`src/rtl/uart_pkg.sv`:
```
// Shared definitions for the buffered Wishbone UART: register map, STAT bit
// positions, serial FSM state encodings and the divisor clamp helper.
package uart_pkg;

    localparam logic [7:0] ADR_DATA = 8'h00;
    localparam logic [7:0] ADR_STAT = 8'h04;
    localparam logic [7:0] ADR_DIV  = 8'h08;
    localparam logic [7:0] ADR_IEN  = 8'h0C;

    localparam int STAT_RX_NE   = 0;
    localparam int STAT_OVR     = 1;
    localparam int STAT_FERR    = 2;
    localparam int STAT_TX_NF   = 5;
    localparam int STAT_TX_IDLE = 6;

    localparam logic [15:0] DIV_MIN = 16'd7;

    typedef enum logic [1:0] {TX_IDLE, TX_START, TX_DATA, TX_STOP} tx_state_e;
    typedef enum logic [1:0] {RX_IDLE, RX_START, RX_DATA, RX_STOP} rx_state_e;

    function automatic logic [15:0] clamp_div(input logic [15:0] v);
        return (v < DIV_MIN) ? DIV_MIN : v;
    endfunction

endpackage

```
`src/rtl/uart_sync_fifo.sv`:
```
// Synchronous first-word-fall-through FIFO; a push while full is dropped
// unless a pop happens in the same cycle.
module uart_sync_fifo #(
    parameter int WIDTH = 8,
    parameter int DEPTH = 16
) (
    input  logic                     clk_i,
    input  logic                     rst_ni,
    input  logic                     push_i,
    input  logic                     pop_i,
    input  logic [WIDTH-1:0]         wdata_i,
    output logic [WIDTH-1:0]         rdata_o,
    output logic                     full_o,
    output logic                     empty_o,
    output logic [$clog2(DEPTH):0]   count_o
);

    localparam int AW = $clog2(DEPTH);
    localparam logic [AW:0] FULL_CNT = (AW+1)'(DEPTH);

    logic [WIDTH-1:0] mem_q [DEPTH];
    logic [AW-1:0]    wr_ptr_q, wr_ptr_d, rd_ptr_q, rd_ptr_d;
    logic [AW:0]      count_q, count_d;
    logic             do_push, do_pop;

    always_comb begin
        do_pop   = pop_i && (count_q != '0);
        do_push  = push_i && ((count_q != FULL_CNT) || do_pop);
        wr_ptr_d = do_push ? wr_ptr_q + AW'(1) : wr_ptr_q;
        rd_ptr_d = do_pop  ? rd_ptr_q + AW'(1) : rd_ptr_q;
        case ({do_push, do_pop})
            2'b10:   count_d = count_q + (AW+1)'(1);
            2'b01:   count_d = count_q - (AW+1)'(1);
            default: count_d = count_q;
        endcase
    end

    always_ff @(posedge clk_i or negedge rst_ni) begin
        if (!rst_ni) begin
            wr_ptr_q <= '0;
            rd_ptr_q <= '0;
            count_q  <= '0;
        end else begin
            wr_ptr_q <= wr_ptr_d;
            rd_ptr_q <= rd_ptr_d;
            count_q  <= count_d;
        end
    end

    // Storage carries no reset; only the pointers define what is valid.
    always_ff @(posedge clk_i) begin
        if (do_push) mem_q[wr_ptr_q] <= wdata_i;
    end

    assign rdata_o = mem_q[rd_ptr_q];
    assign full_o  = (count_q == FULL_CNT);
    assign empty_o = (count_q == '0);
    assign count_o = count_q;

endmodule

```
`src/rtl/uart_fifo_controller.sv`:
```
// Wishbone-slave 8N1 UART with programmable divisor, TX/RX FIFOs, sticky
// error flags and a registered level interrupt.
module uart_fifo_controller
    import uart_pkg::*;
#(
    parameter int ADDR_WIDTH = 32,
    parameter int DATA_WIDTH = 32,
    parameter int CLK_FREQ   = 90_000_000,
    parameter int BAUD       = 115200,
    parameter int TX_DEPTH   = 16,
    parameter int RX_DEPTH   = 16
) (
    input  logic                    clk_i,
    input  logic                    rst_ni,
    input  logic                    wb_cyc_i,
    input  logic                    wb_stb_i,
    output logic                    wb_ack_o,
    input  logic [ADDR_WIDTH-1:0]   wb_adr_i,
    input  logic [DATA_WIDTH-1:0]   wb_dat_i,
    output logic [DATA_WIDTH-1:0]   wb_dat_o,
    input  logic [DATA_WIDTH/8-1:0] wb_sel_i,
    input  logic                    wb_we_i,
    output logic                    uart_txd_o,
    input  logic                    uart_rxd_i,
    output logic                    irq_o
);

    localparam int TX_CW = $clog2(TX_DEPTH) + 1;
    localparam int RX_CW = $clog2(RX_DEPTH) + 1;
    localparam logic [15:0] DIV_RST = 16'(CLK_FREQ / BAUD - 1);

    logic                  ack_q, ack_d;
    logic [DATA_WIDTH-1:0] dat_q, dat_d, rd_val;
    logic [15:0]           div_q, div_d, div_wr;
    logic [2:0]            ien_q, ien_d;
    logic                  ovr_q, ovr_d, ferr_q, ferr_d, irq_q, irq_d;
    logic                  req, rd_req, wr_req, stat_rd;
    logic [7:0]            adr;

    logic                  tx_push, tx_pop, tx_full, tx_empty, tx_idle;
    logic [7:0]            tx_rdata;
    logic [TX_CW-1:0]      tx_count;
    logic                  rx_push, rx_pop, rx_full, rx_empty;
    logic [7:0]            rx_rdata;
    logic [RX_CW-1:0]      rx_count;

    tx_state_e   tx_state_q;
    logic [15:0] tx_cnt_q, tx_div_q;
    logic [2:0]  tx_bit_q;
    logic [7:0]  tx_shift_q;
    logic        txd_q;

    rx_state_e   rx_state_q;
    logic [15:0] rx_cnt_q, rx_div_q, rx_half;
    logic [16:0] rx_div_p1;
    logic [2:0]  rx_bit_q;
    logic [7:0]  rx_shift_q;
    logic [1:0]  sync_q;
    logic        rxd_s, rx_stop_done, ovr_set, ferr_set;

    logic unused_bits;
    assign unused_bits = ^{wb_adr_i[ADDR_WIDTH-1:8], wb_dat_i[DATA_WIDTH-1:16],
                           wb_sel_i[DATA_WIDTH/8-1:2], tx_count};

    uart_sync_fifo #(.WIDTH(8), .DEPTH(TX_DEPTH)) u_tx_fifo (
        .clk_i(clk_i), .rst_ni(rst_ni), .push_i(tx_push), .pop_i(tx_pop),
        .wdata_i(wb_dat_i[7:0]), .rdata_o(tx_rdata), .full_o(tx_full),
        .empty_o(tx_empty), .count_o(tx_count)
    );

    uart_sync_fifo #(.WIDTH(8), .DEPTH(RX_DEPTH)) u_rx_fifo (
        .clk_i(clk_i), .rst_ni(rst_ni), .push_i(rx_push), .pop_i(rx_pop),
        .wdata_i(rx_shift_q), .rdata_o(rx_rdata), .full_o(rx_full),
        .empty_o(rx_empty), .count_o(rx_count)
    );

    assign rxd_s        = sync_q[1];
    assign rx_div_p1    = {1'b0, rx_div_q} + 17'd1;
    assign rx_half      = rx_div_p1[16:1] - 16'd1;
    assign rx_stop_done = (rx_state_q == RX_STOP) && (rx_cnt_q == rx_div_q);
    assign rx_push      = rx_stop_done && rxd_s;
    assign ovr_set      = rx_push && rx_full && !rx_pop;
    assign ferr_set     = rx_stop_done && !rxd_s;
    assign tx_idle      = tx_empty && (tx_state_q == TX_IDLE);
    assign tx_pop       = !tx_empty && ((tx_state_q == TX_IDLE) ||
                          ((tx_state_q == TX_STOP) && (tx_cnt_q == tx_div_q)));

    always_comb begin
        adr     = wb_adr_i[7:0];
        req     = wb_cyc_i && wb_stb_i && !ack_q;
        rd_req  = req && !wb_we_i;
        wr_req  = req && wb_we_i;
        stat_rd = rd_req && (adr == ADR_STAT);
        tx_push = wr_req && (adr == ADR_DATA) && wb_sel_i[0];
        rx_pop  = rd_req && (adr == ADR_DATA) && !rx_empty;

        rd_val = '0;
        case (adr)
            ADR_DATA: if (!rx_empty) rd_val[7:0] = rx_rdata;
            ADR_STAT: begin
                rd_val[STAT_RX_NE]   = !rx_empty;
                rd_val[STAT_OVR]     = ovr_q;
                rd_val[STAT_FERR]    = ferr_q;
                rd_val[STAT_TX_NF]   = !tx_full;
                rd_val[STAT_TX_IDLE] = tx_idle;
                rd_val[15:8]         = 8'(rx_count);
            end
            ADR_DIV:  rd_val[15:0] = div_q;
            ADR_IEN:  rd_val[2:0]  = ien_q;
            default:  ;
        endcase

        div_wr = div_q;
        if (wb_sel_i[0]) div_wr[7:0]  = wb_dat_i[7:0];
        if (wb_sel_i[1]) div_wr[15:8] = wb_dat_i[15:8];
        div_d = div_q;
        if (wr_req && (adr == ADR_DIV) && (wb_sel_i[1:0] != 2'b00)) div_d = clamp_div(div_wr);

        ien_d = ien_q;
        if (wr_req && (adr == ADR_IEN) && wb_sel_i[0]) ien_d = wb_dat_i[2:0];

        // A fresh error in the clearing cycle wins over the clear.
        ovr_d  = (ovr_q  && !stat_rd) || ovr_set;
        ferr_d = (ferr_q && !stat_rd) || ferr_set;

        irq_d = |(ien_q & {ovr_q || ferr_q, tx_empty, !rx_empty});
        ack_d = req;
        dat_d = rd_req ? rd_val : '0;
    end

    always_ff @(posedge clk_i or negedge rst_ni) begin
        if (!rst_ni) begin
            ack_q  <= 1'b0;
            dat_q  <= '0;
            div_q  <= DIV_RST;
            ien_q  <= '0;
            ovr_q  <= 1'b0;
            ferr_q <= 1'b0;
            irq_q  <= 1'b0;
        end else begin
            ack_q  <= ack_d;
            dat_q  <= dat_d;
            div_q  <= div_d;
            ien_q  <= ien_d;
            ovr_q  <= ovr_d;
            ferr_q <= ferr_d;
            irq_q  <= irq_d;
        end
    end

    // Transmitter: the next byte is loaded at the end of STOP, so frames run back to back.
    always_ff @(posedge clk_i or negedge rst_ni) begin
        if (!rst_ni) begin
            tx_state_q <= TX_IDLE;
            tx_cnt_q   <= '0;
            tx_div_q   <= '0;
            tx_bit_q   <= '0;
            tx_shift_q <= '0;
            txd_q      <= 1'b1;
        end else begin
            tx_cnt_q <= tx_cnt_q + 16'd1;
            case (tx_state_q)
                TX_IDLE: begin
                    tx_cnt_q <= '0;
                    txd_q    <= 1'b1;
                    if (tx_pop) begin
                        tx_state_q <= TX_START;
                        tx_shift_q <= tx_rdata;
                        tx_div_q   <= div_q;
                        txd_q      <= 1'b0;
                    end
                end
                TX_START: if (tx_cnt_q == tx_div_q) begin
                    tx_cnt_q   <= '0;
                    tx_bit_q   <= '0;
                    tx_state_q <= TX_DATA;
                    txd_q      <= tx_shift_q[0];
                end
                TX_DATA: if (tx_cnt_q == tx_div_q) begin
                    tx_cnt_q <= '0;
                    if (tx_bit_q == 3'd7) begin
                        tx_state_q <= TX_STOP;
                        txd_q      <= 1'b1;
                    end else begin
                        tx_bit_q   <= tx_bit_q + 3'd1;
                        tx_shift_q <= tx_shift_q >> 1;
                        txd_q      <= tx_shift_q[1];
                    end
                end
                TX_STOP: if (tx_cnt_q == tx_div_q) begin
                    tx_cnt_q <= '0;
                    if (tx_pop) begin
                        tx_state_q <= TX_START;
                        tx_shift_q <= tx_rdata;
                        tx_div_q   <= div_q;
                        txd_q      <= 1'b0;
                    end else begin
                        tx_state_q <= TX_IDLE;
                    end
                end
                default: tx_state_q <= TX_IDLE;
            endcase
        end
    end

    // Receiver: sample points sit mid-bit, offset by half a bit from the start edge.
    always_ff @(posedge clk_i or negedge rst_ni) begin
        if (!rst_ni) begin
            sync_q     <= 2'b11;
            rx_state_q <= RX_IDLE;
            rx_cnt_q   <= '0;
            rx_div_q   <= '0;
            rx_bit_q   <= '0;
            rx_shift_q <= '0;
        end else begin
            sync_q   <= {sync_q[0], uart_rxd_i};
            rx_cnt_q <= rx_cnt_q + 16'd1;
            case (rx_state_q)
                RX_IDLE: begin
                    rx_cnt_q <= '0;
                    if (!rxd_s) begin
                        rx_state_q <= RX_START;
                        rx_div_q   <= div_q;
                    end
                end
                RX_START: if (rx_cnt_q == rx_half) begin
                    rx_cnt_q   <= '0;
                    rx_bit_q   <= '0;
                    rx_state_q <= rxd_s ? RX_IDLE : RX_DATA;
                end
                RX_DATA: if (rx_cnt_q == rx_div_q) begin
                    rx_cnt_q   <= '0;
                    rx_shift_q <= {rxd_s, rx_shift_q[7:1]};
                    if (rx_bit_q == 3'd7) rx_state_q <= RX_STOP;
                    else                  rx_bit_q   <= rx_bit_q + 3'd1;
                end
                RX_STOP: if (rx_cnt_q == rx_div_q) begin
                    rx_cnt_q   <= '0;
                    rx_state_q <= RX_IDLE;
                end
                default: rx_state_q <= RX_IDLE;
            endcase
        end
    end

    assign wb_ack_o   = ack_q;
    assign wb_dat_o   = dat_q;
    assign uart_txd_o = txd_q;
    assign irq_o      = irq_q;

endmodule
```
`config.mk`:
```
export PLATFORM = sky130hd
export DESIGN_NAME = uart_fifo_controller
export DESIGN_NICKNAME = d
export VERILOG_FILES = /design/src/rtl/uart_pkg.sv /design/src/rtl/uart_sync_fifo.sv /design/src/rtl/uart_fifo_controller.sv
export SDC_FILE = /design/constraint.sdc
export NUM_CORES = 1
export LEC_CHECK = 0
export ABC_AREA = 1
export BUFFER_PORTS_ARGS = -buffer_cell sky130_fd_sc_hd__buf_4
export CAP_MARGIN = 20
export CORE_ASPECT_RATIO = 1.75
export CORE_MARGIN = 1.5
export CORE_UTILIZATION = 40
export DETAILED_ROUTE_END_ITERATION = 8
export SKIP_LAST_GASP = 1
export SYNTH_ARGS = -nofsm -noshare
export SYNTH_HDL_FRONTEND = slang
export SYNTH_SLANG_ARGS = --single-unit
```
`constraint.sdc`:
```
create_clock -name clk_i -period 4.27 [get_ports clk_i]
set_input_delay 1.281 -clock clk_i [delete_from_list [all_inputs] [get_ports clk_i]]
set_output_delay 1.281 -clock clk_i [all_outputs]
set_load 0.03 [all_outputs]
```
Word-level counts from Yosys, hierarchy flattened
Memory sizes are Yosys's and may differ from the RTL's.
Cells that the tools add are included.
Widths: inputs -> output; s select.
- register bits: 158
- latch bits: 0
- bits in writable memories: 256
- memory bits (read-only): 0
- input port bits: 74
- output and inout bits: 35
- memories: 2
- memories (name ; depth ; bits a word ; read ports ; clocked after memory_dff ; write ports ; line ; RTL):
    u_rx_fifo.mem_q ; 16 ; 8 ; 1 ; 0 ; 1 ; uart_sync_fifo.sv:21 ; logic [WIDTH-1:0] mem_q [DEPTH];
    u_tx_fifo.mem_q ; 16 ; 8 ; 1 ; 0 ; 1 ; uart_sync_fifo.sv:21 ;
- add/subtract/negate cells: 14
- multipliers: 0
- div/mod/pow operators: 0
- order comparisons: 1
- equal/unequal tests: 35
- shift-type cells: 0
- muxes and demuxes: 58
- bitwise logic cells: 2
- reductions and logical operators: 67
- operators by type and width (kind ; number):
    $mux 16 ; 7
    $pmux 16 s2 ; 2
    $mux 8 ; 7
    $eq 16x16->1 ; 3
    $pmux 16 s3 ; 1
    $add 16x1->16 const B ; 2
    $logic_and 1x1->1 ; 27
    $pmux 8 s3 ; 1
    $mux 2 ; 11
    $pmux 5 s2 ; 2
    $mux 3 ; 6
    $ne 2x2->1 const B ; 9
    $add 16x1->17 const B ; 1
    $add 4x1->4 const B ; 4
    $eq 8x4->1 const B ; 2
    $lt 16x3->1 const B ; 1
    $pmux 2 s4 ; 2
    $pmux 8 s2 ; 1
    $reduce_and 4->1 ; 4
    $sub 16x1->16 const B ; 1
    $eq 2x2->1 const B ; 6
    $pmux 3 s2 ; 2
    $pmux 3 s4 ; 1
    $reduce_bool 2->1 ; 6
    other kinds (27) ; 68

Longest topological paths before layout
- depth in word-level cells: 10
- gate-level depth with buffers: 22
- depth with buffers taken out: 21

By module
From an unflattened synthesis, not the netlist that was laid out.
- cells, all modules: 1975
- area total of the unflattened synthesis: 19676.4 µm²
- by module, submodules not included (module ; times used ; cells each ; area an instance (µm²)):
    uart_fifo_controller ; 1 ; 1021 ; 7721.2
    uart_sync_fifo (u_tx_fifo) ; 1 ; 477 ; 5997.0
    uart_sync_fifo (u_rx_fifo) ; 1 ; 477 ; 5958.2

Least setup slack after synthesis
No wires, ideal clock.
- path type: input -> register
- from: in wb_adr_i[5]
- to: reg u_rx_fifo.count_q[4] (netlist: u_rx_fifo.count_o[4])
- setup time: 0.123 ns
- data arrival time: 3.413 ns
- required time: 4.147 ns
- path slack: 0.734 ns
- cell stages on the path: 13
- cell sequence: nor4_2 -> nand2_1 -> nor2_2 -> nand2_1 -> nor2_4 -> nand2_4 -> inv_1 -> nand2_1 -> fa_1 -> o21ai_0 -> xor2_1 -> nor2_2 -> xor2_1
- word-level cells in the longest chain between the ends: 8
- elaborated cells between the ends (all ways): 10
- those cells by class: eq/ne: 2; mux: 1; reduce/logical: 7
- ends and longest elaborated chain (element ; line ; RTL):
    from (decl) ; uart_fifo_controller.sv:18 ; input logic [ADDR_WIDTH-1:0] wb_adr_i,
    $logic_not 8->1 (*) ; uart_fifo_controller.sv:95 ; rx_pop = rd_req && (adr == ADR_DATA) && !rx_empty;
    $logic_and 1x1->1 (*) (2 in a row) ; uart_fifo_controller.sv:95 ;
    $logic_and 1x1->1 (*) ; uart_sync_fifo.sv:27 ; do_pop = pop_i && (count_q != '0);
    $logic_or 1x1->1 ; uart_sync_fifo.sv:28 ; do_push = push_i && ((count_q != FULL_CNT) || do_pop);
    $logic_and 1x1->1 ; uart_sync_fifo.sv:28 ;
    $eq 2x1->1 / $eq 2x2->1 (equally long branches) ; uart_sync_fifo.sv:31 ; case ({do_push, do_pop})
    $pmux 5 s2 / $reduce_bool 2->1 (equally long branches) ; -- ;
    to (signal assigned) ; uart_sync_fifo.sv:46 ; count_q <= count_d;
    to (decl) ; uart_sync_fifo.sv:23 ; logic [AW:0] count_q, count_d;
Mark *: on every way between the ends. The rest lies on a longest branch, timed or not.
A chain may end at the register's enable or synchronous reset.

Final worst setup path
Ends and elaborated chain as after synthesis.

==> impl_metrics.py <==
metrics = {
    "detailed_routing": {
        "drc": 0,
        "vias": 13900,
        "drt_wl_total_mm": 47.6,
        "drtAntennaViolNets": 0,
        "viasPerCell": 5.25,
        "wl_per_cell_um": 18.1,
        "drt-initial-drc-count": 756,
        "drt-pass1-iter-count": 5,
    },
    "synthesis": {
        "syn_avg_cell_area_um2": 9.93,
        "synth-seq-cells": 414,
        "ys_dominant_reg_cell": "edfxtp_1",
        "synth_warnings": 0,
        "synth-async-reset-ratio_pct": 38.2,
        "synth_edf_count": 256,
        "yosysTopAreaCellShare_pct": 39.9,
        "synthCells": 1939,
        "syn_area_mm2": 0.0192,
        "synthDistinctLibCells": 53,
        "synthTopCellsByArea": "edfxtp_1 40%, dfrtp_1 20%, nand2_1 7.0%, o21ai_0 5.7%, nor2_1 5.2%",
        "synth_area_leader_cell": "edfxtp_1",
        "yosysSeqAreaShare_pct": 60.5,
    },
    "floorplanning": {
        "start_util_pct": 40.4,
        "die_y_um": 293,
        "core-area_mm2": 0.0476,
        "dieArea_mm2": 0.0495,
        "rows": 106,
        "ios": 109,
        "die_width_um": 169,
    },
    "critical_path": {
        "worst-setup-path-type": "input port to register",
        "cp_max_fo": 6,
        "cp.required_ns": 4.70,
        "crit_cells": 15,
        "reg2reg_slack_ns": 1.09,
        "timing.rr.end": "u_rx_fifo.count_o[4]$_DFFE_PN0P_",
        "path_cells": "buf_4 > nor4_2 > buf_4 > nand2_1 > nor2_2 > nand2_1 > nor2_4 > nand2_4 > inv_1 > nand2_1 > fa_1 > o21ai_0 > xor2_1 > nor2_2 > xor2_1",
        "reg2reg_from": "rx_cnt_q[12]$_DFF_PN0_",
        "start_kind": "input port",
        "crit_slowest_cell": "fa_1",
        "path_buf_inv": 3,
        "crit_path_frequent_cell": "nand2_1",
        "r2r_cells": 15,
        "worst_setup_path_end_kind": "register",
        "cp.arrival_ns": 3.77,
        "cp_top_family": "simple AND/OR/NAND/NOR gates",
        "critPathMaxStageDelay_ns": 0.45,
    },
    "sta": {
        "slew_headroom_pct": 41.7,
        "final-max-slew-violation-count": 0,
        "rsz0062_at_grt": "no",
        "setup_viol": 0,
        "whs_ns": 0.362,
        "period_needed_ns": 3.34,
        "fin_worst_skew_ns": 0.0214,
        "fmax_mhz": 300,
        "worst_pin_slew_ns": 0.875,
        "finalHoldViolCount": 0,
        "fin_crit_sh_pct": 78.2,
        "finalSetupTns_ns": 0,
    },
    "clock_tree": {
        "postCtsHoldBufs": 0,
        "htreeDepth": 2,
        "ctsResizeCount": 0,
        "cts_max_path_buffers": 3,
        "clkLatencyLatePin_ns": 0.56,
        "post_cts_buffers": 0,
        "cts.sinks": 414,
        "root_buffer": "clkbuf_16",
        "tritoncts": "built",
        "cts_buffers": 39,
        "path_clk_slew_ns": 0.07,
    },
    "cells_and_area": {
        "area_growth_pct": 13.0,
        "stdcell_area_mm2": 0.0218,
        "layout-drive-gt1-share_pct": 11.3,
        "final-instance-count-excl-fill": 2636,
        "antenna_cells": 0,
        "fin_nets": 2115,
    },
    "hold_path": {
        "whs_endpoint": "sync_q[1]$_DFF_PN1_",
        "hp-start": "sync_q[0]$_DFF_PN1_",
        "whs_path_depth": 0,
        "hold_class": "register to register",
    },
    "power_and_ir_drop": {
        "total_power_mw": 8.84,
        "vdd_drop_max_v": 0.000245,
        "combPwrFrac_pct": 10.4,
        "power_density_mw_per_mm2": 407,
        "seqPwrFrac_pct": 49.5,
        "clkPwrFrac_pct": 40.1,
        "p_int_mw": 6.57,
        "switchingPower_mw": 2.27,
        "power_leakage_nw": 9.06,
        "swShare_pct": 25.7,
    },
    "global_route": {
        "grt_pass1_wl_mm": 74.3,
        "grt_max_degree": 89,
        "antenna_found_initial": 1,
        "overflow": 0,
        "grt_usage_pct": 19.3,
        "first_global_vias": 13800,
    },
    "placement": {
        "dp_hpwl_mm": 33.6,
        "place_inst": 2563,
        "placed_cell_area_mm2": 0.0204,
        "port-buffer-count": 50,
        "place.gp.congestion": 0.856,
    },
    "job": {
        "max-cap-violations": 0,
    },
    "status": {
        "status": "completed",
    },
}
## metrics by stage
step	setup WS (ns)	utilization (%)
final	0.932	45.7
after global routing	0.719	45.7
after CTS	0.904	45.7
after detailed placement	0.333	42.9
after global placement	0.392	42.9
after floorplan	0.734	-
## power by group through the flow
stage               clock (mW)  combinational [mW]  sequential (mW)
floorplan                    0               0.605             4.45
global placement             0               0.910             4.45
detailed placement           0               0.925             4.45
CTS                       3.61               0.927             4.37
global route              3.74                1.03             4.38
finish                    3.55               0.922             4.37
## how the worst max path moves through the flow
stage / start / end / slack (ns)
after detailed placement: wb_adr_i[5] / u_rx_fifo.count_o[4]$_DFFE_PN0P_ / 0.33
final: wb_adr_i[5] / u_rx_fifo.count_o[4]$_DFFE_PN0P_ / 0.93
after floorplan: wb_adr_i[5] / u_rx_fifo.count_o[4]$_DFFE_PN0P_ / 0.73
after global placement: wb_adr_i[5] / u_rx_fifo.count_o[4]$_DFFE_PN0P_ / 0.39
after global routing: wb_adr_i[5] / u_rx_fifo.count_o[4]$_DFFE_PN0P_ / 0.72
after CTS: wb_adr_i[5] / u_rx_fifo.count_o[4]$_DFFE_PN0P_ / 0.90
## state kept, by name, indices dropped and copies added, names as in the netlist, 5 cells and up, named ones only
name	flops
rx_cnt_q	16
rx_div_q	16
tx_cnt_q	16
u_rx_fifo.mem_q	128
wb_dat_o	16
u_tx_fifo.count_o	5
div_q	16
tx_div_q	16
u_tx_fifo.mem_q	128
u_rx_fifo.count_o	5
rx_shift_q	8
tx_shift_q	8
## kinds of logic after synthesis
| group | synth area share [%] |
|---|---|
| simple gates | 18.3 |
| flops | 60.5 |
| compound gates | 10.7 |
| buf+inv | 5.38 |
| xor+xnor | 2.44 |
| fa+ha+maj | 2.03 |
| mux | 0.546 |
| other cells | 0.0195 |
## cell usage after synthesis, types with 7 or more instances
cell type  count
nand2_1      359
nand4_1       23
buf_4         17
a21oi_1       43
inv_1        159
o32ai_1       25
nor2_2        12
dfrtp_1      151
clkbuf_1      61
nor4_1         9
nor2_1       267
nor2_4        10
ha_1          28
nand3_1       92
o22ai_1       22
xnor2_1       19
o21ai_0      220
edfxtp_1     256
dfstp_2        7
xor2_1        32
nand2_2       15
o221ai_1      27
nor3_1        14
## cells in the final DEF (no fill, tap or decap), types with 39 or more instances in the layout
cell and instances:
inv_1 159, nor2_1 267, buf_4 98, clkbuf_16 39, nand3_1 92, nand2_1 359
o21ai_0 219, edfxtp_1 256, dfrtp_1 150, a21oi_1 43
## routing by layer
layer	global-route usage [%]	share of wire [%]
met1	21.3	38
met2	37.0	54
met3	1.89	3.2
met4	8.71	4.5
met5	0	0
## final cells by class
| type | count | area, um2 |
|---|---|---|
| Multi-Input combinational cell | 1285 | 6620 |
| Sequential cell | 414 | 11700 |
| Inverter | 169 | 634 |
| Fill cell | 4505 | 25900 |
| Clock buffer | 45 | 1010 |
| Tap cell | 594 | 743 |
| Timing Repair Buffer | 102 | 802 |
| Clock inverter | 27 | 290 |
Note: power is estimated with default switching activity, not from simulation.
